`config.mk`:
```
export PLATFORM = sky130hd
export DESIGN_NAME = timer_counter
export DESIGN_NICKNAME = d
export VERILOG_FILES = /design/src/rtl/tc_pkg.sv /design/src/rtl/timer_counter.sv
export SDC_FILE = /design/constraint.sdc
export NUM_CORES = 1
export LEC_CHECK = 0
export CAP_MARGIN = 10
export CORE_MARGIN = 4
export CORE_UTILIZATION = 60
export CTS_BUF_LIST = sky130_fd_sc_hd__clkbuf_2 sky130_fd_sc_hd__clkbuf_4 sky130_fd_sc_hd__clkbuf_8
export DETAILED_ROUTE_END_ITERATION = 6
export DONT_BUFFER_PORTS = 1
export PLACE_DENSITY = 0.76
export SLEW_MARGIN = 10
export SYNTH_ARGS = -nofsm -noshare
export SYNTH_HDL_FRONTEND = slang
export SYNTH_SLANG_ARGS = --single-unit
```
`constraint.sdc`:
```
create_clock -name clk -period 3.5 [get_ports clk]
set_input_delay 0.7 -clock clk [delete_from_list [all_inputs] [get_ports clk]]
set_output_delay 0.7 -clock clk [all_outputs]
set_load 0.05 [all_outputs]
```
`src/rtl/tc_pkg.sv`:
```
// tc_pkg: shared state encoding, register map and CTRL field layout for timer_counter
package tc_pkg;

    typedef enum logic [1:0] {
        IDLE = 2'd0,
        LOAD = 2'd1,
        CNT  = 2'd2,
        INT  = 2'd3
    } state_t;

    localparam logic [1:0] ADDR_CTRL   = 2'd0;
    localparam logic [1:0] ADDR_PRESET = 2'd1;
    localparam logic [1:0] ADDR_COUNT  = 2'd2;

    localparam int CTRL_EN   = 0;
    localparam int CTRL_MODE = 1;
    localparam int CTRL_IM   = 3;

    localparam logic [1:0] MODE_ONESHOT = 2'b00;
    localparam logic [1:0] MODE_AUTO    = 2'b01;

endpackage

```
`src/rtl/timer_counter.sv`:
```
// timer_counter: bridge-mapped down-counter with one-shot / auto-reload modes and maskable irq
module timer_counter
    import tc_pkg::*;
#(
    parameter logic [31:0] PRESET_RST = 32'h0
) (
    input  logic        clk,
    input  logic        sys_rstn,
    input  logic [1:0]  addr,
    input  logic        we,
    input  logic [31:0] din,
    output logic [31:0] dout,
    output logic        irq
);

    state_t      state, state_nxt;
    logic [3:0]  ctrl, ctrl_nxt;
    logic [31:0] preset;
    logic [31:0] count, count_nxt;
    logic        irq_flag, irq_flag_nxt;
    logic        en_clr;
    logic        ctrl_wr;

    // next-state and datapath: a software CTRL write overrides the FSM's own EN clear and irq_flag update
    always_comb begin
        state_nxt    = state;
        count_nxt    = count;
        irq_flag_nxt = irq_flag;
        en_clr       = 1'b0;
        case (state)
            IDLE: state_nxt = ctrl[CTRL_EN] ? LOAD : IDLE;
            LOAD: begin
                count_nxt = preset;
                state_nxt = CNT;
            end
            CNT: begin
                if (!ctrl[CTRL_EN]) begin
                    state_nxt = IDLE;
                end else if (count > 32'd1) begin
                    count_nxt = count - 32'd1;
                end else begin
                    count_nxt    = 32'd0;
                    state_nxt    = INT;
                    irq_flag_nxt = 1'b1;
                end
            end
            INT: begin
                state_nxt = IDLE;
                if (ctrl[CTRL_MODE +: 2] == MODE_AUTO) irq_flag_nxt = 1'b0;
                else en_clr = 1'b1;
            end
        endcase
        ctrl_wr  = we && (addr == ADDR_CTRL);
        ctrl_nxt = ctrl_wr ? din[3:0] : {ctrl[3:1], ctrl[CTRL_EN] & ~en_clr};
        if (ctrl_wr) irq_flag_nxt = 1'b0;
    end

    // state and register file, asynchronously cleared
    always_ff @(posedge clk or negedge sys_rstn) begin
        if (!sys_rstn) begin
            state    <= IDLE;
            ctrl     <= 4'd0;
            preset   <= PRESET_RST;
            count    <= 32'd0;
            irq_flag <= 1'b0;
        end else begin
            state    <= state_nxt;
            ctrl     <= ctrl_nxt;
            count    <= count_nxt;
            irq_flag <= irq_flag_nxt;
            if (we && addr == ADDR_PRESET) preset <= din;
        end
    end

    // read mux follows addr combinationally; COUNT is read-only and the reserved word reads 0
    always_comb begin
        dout = (addr == ADDR_CTRL)   ? {28'd0, ctrl} :
               (addr == ADDR_PRESET) ? preset :
               (addr == ADDR_COUNT)  ? count : 32'd0;
    end

    assign irq = irq_flag & ctrl[CTRL_IM];

endmodule

```
# Word level (Yosys, flattened, before mapping)
# Cells that the tools add are included.
# word_totals
ram_bits,0
mem_bits_ro,0
wordCells,48
regBits,71
n_memories,0
inputBits,37
latchBits,0
# op_classes
n_div,0
add_sub_neg,1
bitwise,3
n_eq_ne,11
n_mul,0
muxes,18
n_reduce_logical,8
n_lt_le_gt_ge,1
shift,0
# op_table
op,n
$mux 32,5
$pmux 32 s2,1
$gt 32x1->1 const B,1
$sub 32x1->32 const B,1
$ne 3x3->1 const B,4
$mux 1,8
$pmux 2 s4,1
$eq 2x1->1 const B,3
$eq 2x2->1 const B,3
$logic_not 2->1,2
$mux 2,2
$reduce_and 4->1,1
$reduce_bool 3->1,1
$and 1x1->1,2
$logic_and 1x1->1,2
$ne 2x2->1 const B,1
$pmux 1 s2,1
$reduce_and 2->1,1
$reduce_bool 2->1,1
$not 1->1,1

# Depth between registers and ports, before layout
# Gate-level depths: netlist of run 1.
# depth
depth_word,6
mapped_depth,8

# Worst setup path after synthesis of run 1
# Ideal clock, no wire load.
# synth_timing
path_type,in2out
start,in addr[1]
end,out dout[10]
arrival_ps,2182
path_slack_ps,618
stages,5
n_path_buf,3
t_required_ps,2800
path_cell_list,clkbuf_1 > nor2b_1 > clkbuf_1 > buf_1 > a22o_1
# synth_via
elab_chain_len,4
elab_cells_between_ends,6
cone_classes,eq/ne: 2; mux: 3; reduce/logical: 1
# synth_rtl
element,line,rtl
"start, declared",timer_counter.sv:9,"input logic [1:0] addr,"
$eq 2x2->1,timer_counter.sv:79,(addr == ADDR_COUNT) ? count : 32'd0;
$mux 32,timer_counter.sv:79,
$mux 32,timer_counter.sv:78,(addr == ADDR_PRESET) ? preset :
$mux 32 *,timer_counter.sv:77,"dout = (addr == ADDR_CTRL) ? {28'd0, ctrl} :"
"end, declared",timer_counter.sv:12,"output logic [31:0] dout,"
# Mark *: on every way between the ends. The rest lies on a longest branch, timed or not.

# Worst setup path in the final report of run 1
# layout_timing
start,reg count[23]
end,reg count[14]
# layout_via
elab_chain_len,4
# layout_rtl
element,line,rtl
"start, declared",timer_counter.sv:19,"logic [31:0] count, count_nxt;"
"start signal, assigned",timer_counter.sv:69,count <= count_nxt;
$gt 32x1->1,timer_counter.sv:39,end else if (count > 32'd1) begin
$mux 32,timer_counter.sv:39,
$mux 32,timer_counter.sv:37,if (!ctrl[CTRL_EN]) begin
$pmux 32 s2,timer_counter.sv:30,case (state)
# Every way passes these cells. The select of a mux whose other input is x is not followed.
# A chain may end at the register's enable or synchronous reset.

==> metrics.txt, run 1 <==
Clock transition at path regs=~0.080 ns; GRT overflow=0; crit start category=register; endpoints failing hold=0; global-route wire length before repair=17500 um; Post-route DRC=0; Starting Density=0.629; worst path required time=3.73 ns; core region area=6460 um2; run status=finished clean; drt total wl=roughly 10000 um; initial antenna violation count=0; Worst-Skew Late Latency=0.35 ns; unrepaired setup endpoints after global routing=no; Static Leak=0.00175 uW; Crit. End Element=register; Hold WC Path Type=in -> async; Post-Syn Nets=~450; synthesis-to-finish area growth=7.05%; total design power=3860 uW; worst r2r src=count[23]; row count=29; reg2reg end=count[14]; mean post-synth cell area=around 10 um2; drt pass-1 iters=5; Crit Path Class=reg -> reg; sequential area share after synthesis=0.437; Yosys Warn Count=0; async set-reset flop share out of synthesis=1.00; WHS=approximately 0.032 ns; final core occ=0.674; CTS max path bufs=2; DIE AREA=a little over 8000 um2; clock sinks=71; min Tclk post-route=roughly 2.7 ns; crit-path max cell delay=0.56 ns; IO Pins=70; commonest non-fill, non-tap cells in the layout=dfrtp_1 (71), mux2_2 (35), nand2_1 (33); DRT antenna net count=0; Cells after Synth=409; height of the die=between 90 and 100 um; Max Fclk=~370 MHz; H-tree depth=3; Root Buffer=clkbuf_8; Synth cell types=55; synth top area cells=dfrtp_1 (44%), mux2_2 (9.7%), a22o_1 (6.5%); CP Cell Sequence=or4_4, nor3_1, nand4_1, buf_4, and3_1, a221o_1; DIE WIDTH=90.3 um; Arr. time, crit path=2.94 ns; most common flop cell mapped by yosys=dfrtp_1; Wirelength per Cell=approximately 22 um; First DRT Iteration DRCs=380; most area-hungry cell type in the Yosys netlist=dfrtp_1; Vias=roughly 3500; Resized cells post-CTS=0; PwrDens=roughly 900 nW/um2; largest net degree at the start of global routing=72; Final Skew=0.00849 ns; fin cells=between 400 and 500; setup slack, reg-to-reg=0.80 ns; worst-margin pin slew=~0.96 ns; Slew Limit Fails=0; PortBufs=0; max-cap viol count=0; CP max-delay cell=or4_4; Worst R2R Path Depth=6; DP Cell Count=463; DP Wirelength=just under 7000 um; vias in the first global route=~3400; Synth top area share=0.437; most common cell after layout, fill and taps aside=dfrtp_1; setup TNS=0 ns; Slew HR=0.359; RePlAce Congestion=0.910; peak supply drop=around 0.56 mV; share of layout cells above drive strength 1=0.197; CTS tree=yes; Setup Buffers After CTS=0; total CTS buffers=9; Nets=between 400 and 500; Vias per Instance=roughly 7.4; Crit Path Max Fanout=18; Post-Syn Area=approximately 4000 um2; hold_buf cts=0; fin crit share=0.773; number of synthesized register bits=~70; antenna fix cells=0; Post-synth EDFFs=0; GRT Overall Usage=0.263; Final Setup Violations=0
-- where the power goes --
group          internal [uW]  switching, uW
clock                    439            323
combinational            576           1020
sequential              1090            408
total                   2100           1760
-- critical path, delay by kind of cell (launching register included) --
family | cells | cell delay (ns)
buf+inv | 1 | 0.33
simple gates | 4 | 1.57
compound gates | 1 | 0.26
flops | 1 | 0.42
-- worst max path at each step --
stage	endpoint	start	depth (start not counted)	slack [ns]
floorplan	dout[10]	addr[1]	5	0.62
global placement	count[14]	count[23]	6	0.97
detailed placement	count[14]	count[23]	6	0.88
CTS	count[14]	count[23]	6	0.86
global route	count[14]	count[23]	6	0.65
finish	count[14]	count[23]	6	0.80
-- Yosys cell counts, drive strengths merged, types with 4 or more instances --
cell type  instances
and3               6
o31ai              8
nor2b              6
or4                9
o211ai             7
inv                5
a31oi              8
a22o              31
a32oi              6
or3                6
nand3             26
mux2              35
nor2              14
a21oi              9
clkbuf            26
mux2i              4
buf                9
nand2             33
nor4              13
nor3              12
a22oi              7
nand4              9
o21ai             13
dfrtp             71
-- final cells by class --
class / instances / area [um2]
clock inverters: 5 / 80.1
repair buffers: 12 / 90.1
flip-flops and latches: 71 / 1780
well taps: 77 / 96.3
inverters: 6 / 22.5
multi-input cells: 297 / 2130
fillers: 526 / 2110
clock buffers: 11 / 151
-- logic make-up after synthesis --
group           share of synthesized area
simple gates                        0.199
mux                                 0.107
buf+inv                            0.0397
fa+ha+maj                         0.00616
compound gates                      0.211
flops                               0.437
-- registers in the layout, summed over array words and instances (netlist names) --
register and cells:
count 32, ctrl 4, preset 32, state 2
irq_flag 1
-- layer usage --
metal,routed length (um),up-vias,GRT usage
li1,-,1575,-
met1,4400,1710,0.352
met2,4940,197,0.421
met3,863,43,0.0675
met4,292,0,0.0816
met5,0,-,0
-- stage by stage --
| stage | instance area [um2] | setup slack (ns) |
|---|---|---|
| after detailed placement | 4120 | 0.883 |
| after global routing | 4350 | 0.654 |
| after global placement | 4120 | 0.973 |
| after CTS | 4350 | 0.860 |
| after floorplan | 4060 | 0.618 |
| final | 4350 | 0.795 |
Note: power is estimated with default switching activity, not from simulation.
==> run 2, diff against run 1 <==
--- a/config.mk
+++ b/config.mk
@@ -11,7 +11,7 @@
 export CTS_BUF_LIST = sky130_fd_sc_hd__clkbuf_2 sky130_fd_sc_hd__clkbuf_4 sky130_fd_sc_hd__clkbuf_8
 export DETAILED_ROUTE_END_ITERATION = 6
 export DONT_BUFFER_PORTS = 1
-export PLACE_DENSITY = 0.76
+export PLACE_DENSITY = 0.79
 export SLEW_MARGIN = 10
 export SYNTH_ARGS = -nofsm -noshare
 export SYNTH_HDL_FRONTEND = slang
==> constraint.sdc (replaced) <==
create_clock -name clk -period 2.4 [get_ports clk]
set_input_delay 0.48 -clock clk [delete_from_list [all_inputs] [get_ports clk]]
set_output_delay 0.48 -clock clk [all_outputs]
set_load 0.05 [all_outputs]
==> metrics.txt, run 2 (same netlist as run 1, synthesis figures left out) <==
run status=complete, but fails checks; failing checks=negative hold slack; total CTS buffers=9; most common cell after layout, fill and taps aside=dfrtp_1; IO Pins=70; GRT overflow=0; DP Wirelength=about 7600 um; largest net degree at the start of global routing=72; setup TNS=0 ns; share of layout cells above drive strength 1=0.308; max-cap viol count=0; Hold WC Path Type=in -> async; Crit. End Element=register; WHS=-0.0114 ns; GRT Overall Usage=0.287; Crit Path Max Fanout=5; antenna fix cells=0; Final Skew=0.00972 ns; min Tclk post-route=~2.3 ns; Nets=approximately 470; global-route wire length before repair=about 19000 um; Vias per Instance=roughly 7; Wirelength per Cell=21.9 um; Vias=between 3000 and 4000; worst path required time=approximately 2.7 ns; RePlAce Congestion=0.942; Final Setup Violations=0; Crit Path Class=reg -> reg; unrepaired setup endpoints after global routing=no; crit start category=register; First DRT Iteration DRCs=460; core region area=around 6500 um2; Slew HR=0.445; drt pass-1 iters=6; Starting Density=0.629; DIE WIDTH=roughly 90 um; row count=29; peak supply drop=approximately 0.7 mV; crit-path max cell delay=0.55 ns; height of the die=90.3 um; initial antenna violation count=0; PwrDens=1290 nW/um2; clock sinks=between 70 and 80; drt total wl=between 10000 and 15000 um; Static Leak=0.00194 uW; worst-margin pin slew=between 0.8 and 0.9 ns; CTS max path bufs=2; Fillers=approximately 460; endpoints failing hold=17; total design power=approximately 6000 uW; CTS tree=yes; Max Fclk=between 400 and 500 MHz; fin crit share=0.961; Post-route DRC=0; vias in the first global route=~3700; DIE AREA=8150 um2; Worst-Skew Late Latency=around 0.36 ns; largest registers=count (32), preset (32), ctrl (4); H-tree depth=3; CP max-delay cell=or4_4; DRT antenna net count=0; Clock transition at path regs=around 0.08 ns; Root Buffer=clkbuf_8; PortBufs=0; Slew Limit Fails=0; Arr. time, crit path=2.58 ns; commonest non-fill, non-tap cells in the layout=dfrtp_1 (71), buf_4 (44), mux2_2 (35); synthesis-to-finish area growth=14.5%; CP Cell Sequence=or4_4, or3_1, buf_4, or4_1, o21ai_0
[run 2: what timing repair did]
action	in CTS	in global routing
setup buffers	0	1
resized for setup	0	5
hold buffers	1	0
endpoints found under the setup margin	0	6
endpoints found under the hold margin	71	0
[run 2: path summary, 6_finish.rpt]
path | from | end | slack (ns) | cells past startpoint
worst max-delay path | count[23] | count[28] | 0.09 | 5
worst min-delay path | sys_rstn | count[30] | -0.01 | 1
worst max register to register | count[23] | count[28] | 0.09 | 5
worst min register to register | preset[16] | count[16] | 0.52 | 2
max in group asynchronous | sys_rstn | ctrl[0] | 2.11 | 1
min in group clk | din[0] | ctrl[0] | 0.25 | 2
[run 2: cell type report]
type	instances	area [um2]	area share
inverters	6	22.5	0.00484
flip-flops and latches	71	1780	0.382
repair buffers	45	358	0.0769
multi-input cells	297	2180	0.468
clock buffers	9	124	0.0266
well taps	77	96.3	0.0207
clock inverters	7	96.3	0.0207
[run 2: power breakdown]
part / switching (uW) / internal [uW]
sequential: 500 / 1590
clock: 490 / 588
combinational: 1730 / 1100
total: 2720 / 3280
[run 2: per-stage QoR]
stage / setup WS [ns] / util / hold WS [ns] / cells / cell area, um2
floorplan: 0.0918 / - / 0.184 / 409 / 4090
global placement: 0.151 / 0.677 / 0.187 / 494 / 4380
detailed placement: 0.0672 / 0.677 / 0.187 / 494 / 4380
CTS: 0.0541 / 0.716 / 0.00754 / 511 / 4620
global route: 0.00863 / 0.720 / 0.0101 / 512 / 4650
finish: 0.0925 / 0.720 / -0.0114 / 512 / 4650
[run 2: worst max-delay path: cells and delay by family, from the launching register on]
family                 cells  cell delay (ns)
DFF                        1             0.42
and+or+nand+nor            3             1.46
buffers and inverters      1             0.17
AOI/OAI and AO/OA          1             0.18
[run 2: routing by layer]
metal | vias up | wire [um] | global-route usage
li1 | 1636 | - | -
met1 | 1795 | 4550 | 0.381
met2 | 215 | 5350 | 0.449
met3 | 22 | 1080 | 0.0833
met4 | 0 | 230 | 0.102
met5 | - | 0 | 0
==> patch, RTL diff (settings of run 2) <==
Put a register stage on the output `dout`, cleared by the reset. The value now appears one clock later. The other outputs are not delayed to match.
--- a/src/rtl/timer_counter.sv
+++ b/src/rtl/timer_counter.sv
@@ -13,4 +13,6 @@
     output logic        irq
 );
+
+    logic [31:0] dout_d;
 
     state_t      state, state_nxt;
@@ -75,5 +77,5 @@
     // read mux follows addr combinationally; COUNT is read-only and the reserved word reads 0
     always_comb begin
-        dout = (addr == ADDR_CTRL)   ? {28'd0, ctrl} :
+        dout_d = (addr == ADDR_CTRL)   ? {28'd0, ctrl} :
                (addr == ADDR_PRESET) ? preset :
                (addr == ADDR_COUNT)  ? count : 32'd0;
@@ -82,4 +84,12 @@
     assign irq = irq_flag & ctrl[CTRL_IM];
 
+    always_ff @(posedge clk or negedge sys_rstn) begin
+        if (!sys_rstn) begin
+            dout <= '0;
+        end else begin
+            dout <= dout_d;
+        end
+    end
+
 endmodule
 
Formal check against the unedited RTL: not equivalent (a bounded check fails within 4 cycles, from zero or initial values and one cycle with sys_rstn low).
==> patch against run 2 <==
The run still ends with hold timing left; power increased by 13%; via count increased by 6.4%; area after synthesis increased by 23%; final cell count increased by 13%; setup slack got worse by 0.077 ns; wire length increased by 11%; sequential cell count increased by 32; first-iteration DRC count decreased by 39%; clock skew increased by 0.00090 ns; fmax decreased by 3.2%; final area increased by 21%; sequential power increased by 43%; die area increased by 21%; critical endpoint is now count[23]$_DFFE_PN0P_; largest power group is now sequential cells; highest routed layer unchanged.
==> patch: results (changes against run 2) <==
* Pleak at 2.38 nW (+23%)
* Global-route wire length before repair at 20.2 mm (+7.5%)
* Synth area leaders: dfrtp_1 52%, mux2_2 7.9%, a22o_1 5.6%, a22oi_1 2.0%, nand2_1 2.0%
* Starting DRT DRC Count at 282 (-39%)
* DP Cell Count at 563 (+14%)
* Outcome: finished with violations
* Synthesized instance count at 444 (+8.6%)
* F_max at 0.419 GHz (-3.2%)
* Hold slack at -0.212 ns (-0.200 ns)
* Max clock buf depth at 2 (unchanged)
* Num CTS Buffers at 9 (unchanged)
* Wirelength per Cell at 21.5 um (-1.9%)
* Most instantiated cells after synthesis: 103 x dfrtp_1, 35 x mux2_2, 32 x a22o_1
* Clk pin slew, worst setup/hold paths at 0.10 ns (+0.02 ns)
* Critical Path Fanout Max at 5 (unchanged)
* Place WS at -0.0698 ns (-0.137 ns)
* Gpl congestion at 0.997 (+5.8%)
* Final Hold Viols at 103 (+86)
* Max VDD drop at 0.665 mV (-6.5%)
* Fill count at 578 (+26%)
* Max cap viols at 0 (unchanged)
* Port bufs at 0 (unchanged)
* Post-DP HPWL at 8.29 mm (+9.6%)
* Postcts setup bufs at 0 (unchanged)
* Critical Path Slowest Stage Cell: or4_4
* DP Area at 0.00534 mm^2 (+22%)
* Register-to-Register Path Depth at 6 (+1)
* Synth unique cells at 59 (+7.3%)
* Worst Tran Pin Value at 0.650 ns (-0.181 ns)
* Top Registers: count x32, dout x32, preset x32
* Share of cells above drive strength 1 at 0.294 (-0.0139)
* Nets@finish at 511 (+9.0%)
* Critical Path AT at 2.63 ns (+0.05 ns)
* DR pass1 iterations at 5 (-1)
* Number of global-route vias before repair at 3995 (+9.5%)
* GRT Overall Usage at 0.260 (-0.0265)
* Vias at 3901 (+6.4%)
* Post-synthesis sequential area ratio at 0.517 (+0.0800)
* Largest stage delay on the critical path at 0.52 ns (-0.03 ns)
* Clk_skew at 0.0106 ns (+0.000901 ns)
* Yosys warns at 0 (unchanged)
* Syn nets at 483 (+7.8%)
* Critical path's top delay family: simple AND/OR/NAND/NOR gates
* Violated checks: hold timing
* Initial antenna violation count at 0 (unchanged)
* Ys async rst share at 1.00 (unchanged)
* R2R Setup Slk at 0.02 ns (-0.08 ns)
* Via density at 6.75 (-5.8%)
* Internal at 3.99 mW (+22%)
* Clock Latency Late Sink at 0.37 ns
* Hold crit path type: in2async
* Pin count of the biggest net entering global routing at 104 (+44%)
==> patch: power groups by stage <==
stage          clock (mW)  sequential (mW)  combinational [mW]
5_1_grt              1.29             3.06                2.81
3_5_place_dp            0             3.00                2.46
3_3_place_gp            0             2.98                2.39
6_report             1.20             2.99                2.59
4_1_cts              1.22             2.98                2.51
2_1_floorplan           0             2.90                1.64
==> patch: final cells by class <==
cell class	count	area, um^2	share of cell area
clock buffer	10	138	0.0245
clock inverter	5	82.6	0.0147
inverter	6	22.5	0.00400
multi-input combinational	296	2250	0.400
sequential	103	2580	0.458
tap	102	128	0.0227
timing repair buffer	56	428	0.0761
==> patch: path summary, 6_finish.rpt <==
kind                                              from                     to
worst max register to register    count[0]$_DFFE_PN0P_  count[23]$_DFFE_PN0P_
min in group clk                               addr[0]      dout[0]$_DFF_PN0_
worst max-delay path              count[0]$_DFFE_PN0P_  count[23]$_DFFE_PN0P_
max in group asynchronous                     sys_rstn  count[25]$_DFFE_PN0P_
worst min-delay path                          sys_rstn      dout[5]$_DFF_PN0_
worst min register to register  preset[26]$_DFFE_PN0P_  count[26]$_DFFE_PN0P_
==> patch: metal layers <==
| layer | wire [um] | global-route usage |
|---|---|---|
| met5 | 0 | 0 |
| met4 | 303 | 0.0977 |
| met1 | 5120 | 0.338 |
| met2 | 6080 | 0.428 |
| met3 | 919 | 0.0589 |
==> patch: cell families (layout without fill, tap and decap cells) <==
group,Yosys count,after routing,synth area share
flip-flops,103,103,0.517
buffers and inverters,45,77,0.0447
multiplexers,42,42,0.0931
AND/OR/NAND/NOR,132,132,0.153
adder cells (fa/ha/maj),2,2,0.00502
AO/OA/AOI/OAI,120,120,0.187
==> patch: timing repair <==
action,CTS,global route
hold endpoints to repair,103,103
resized for setup,5,16
setup endpoints to repair,16,15
pin swaps,0,4
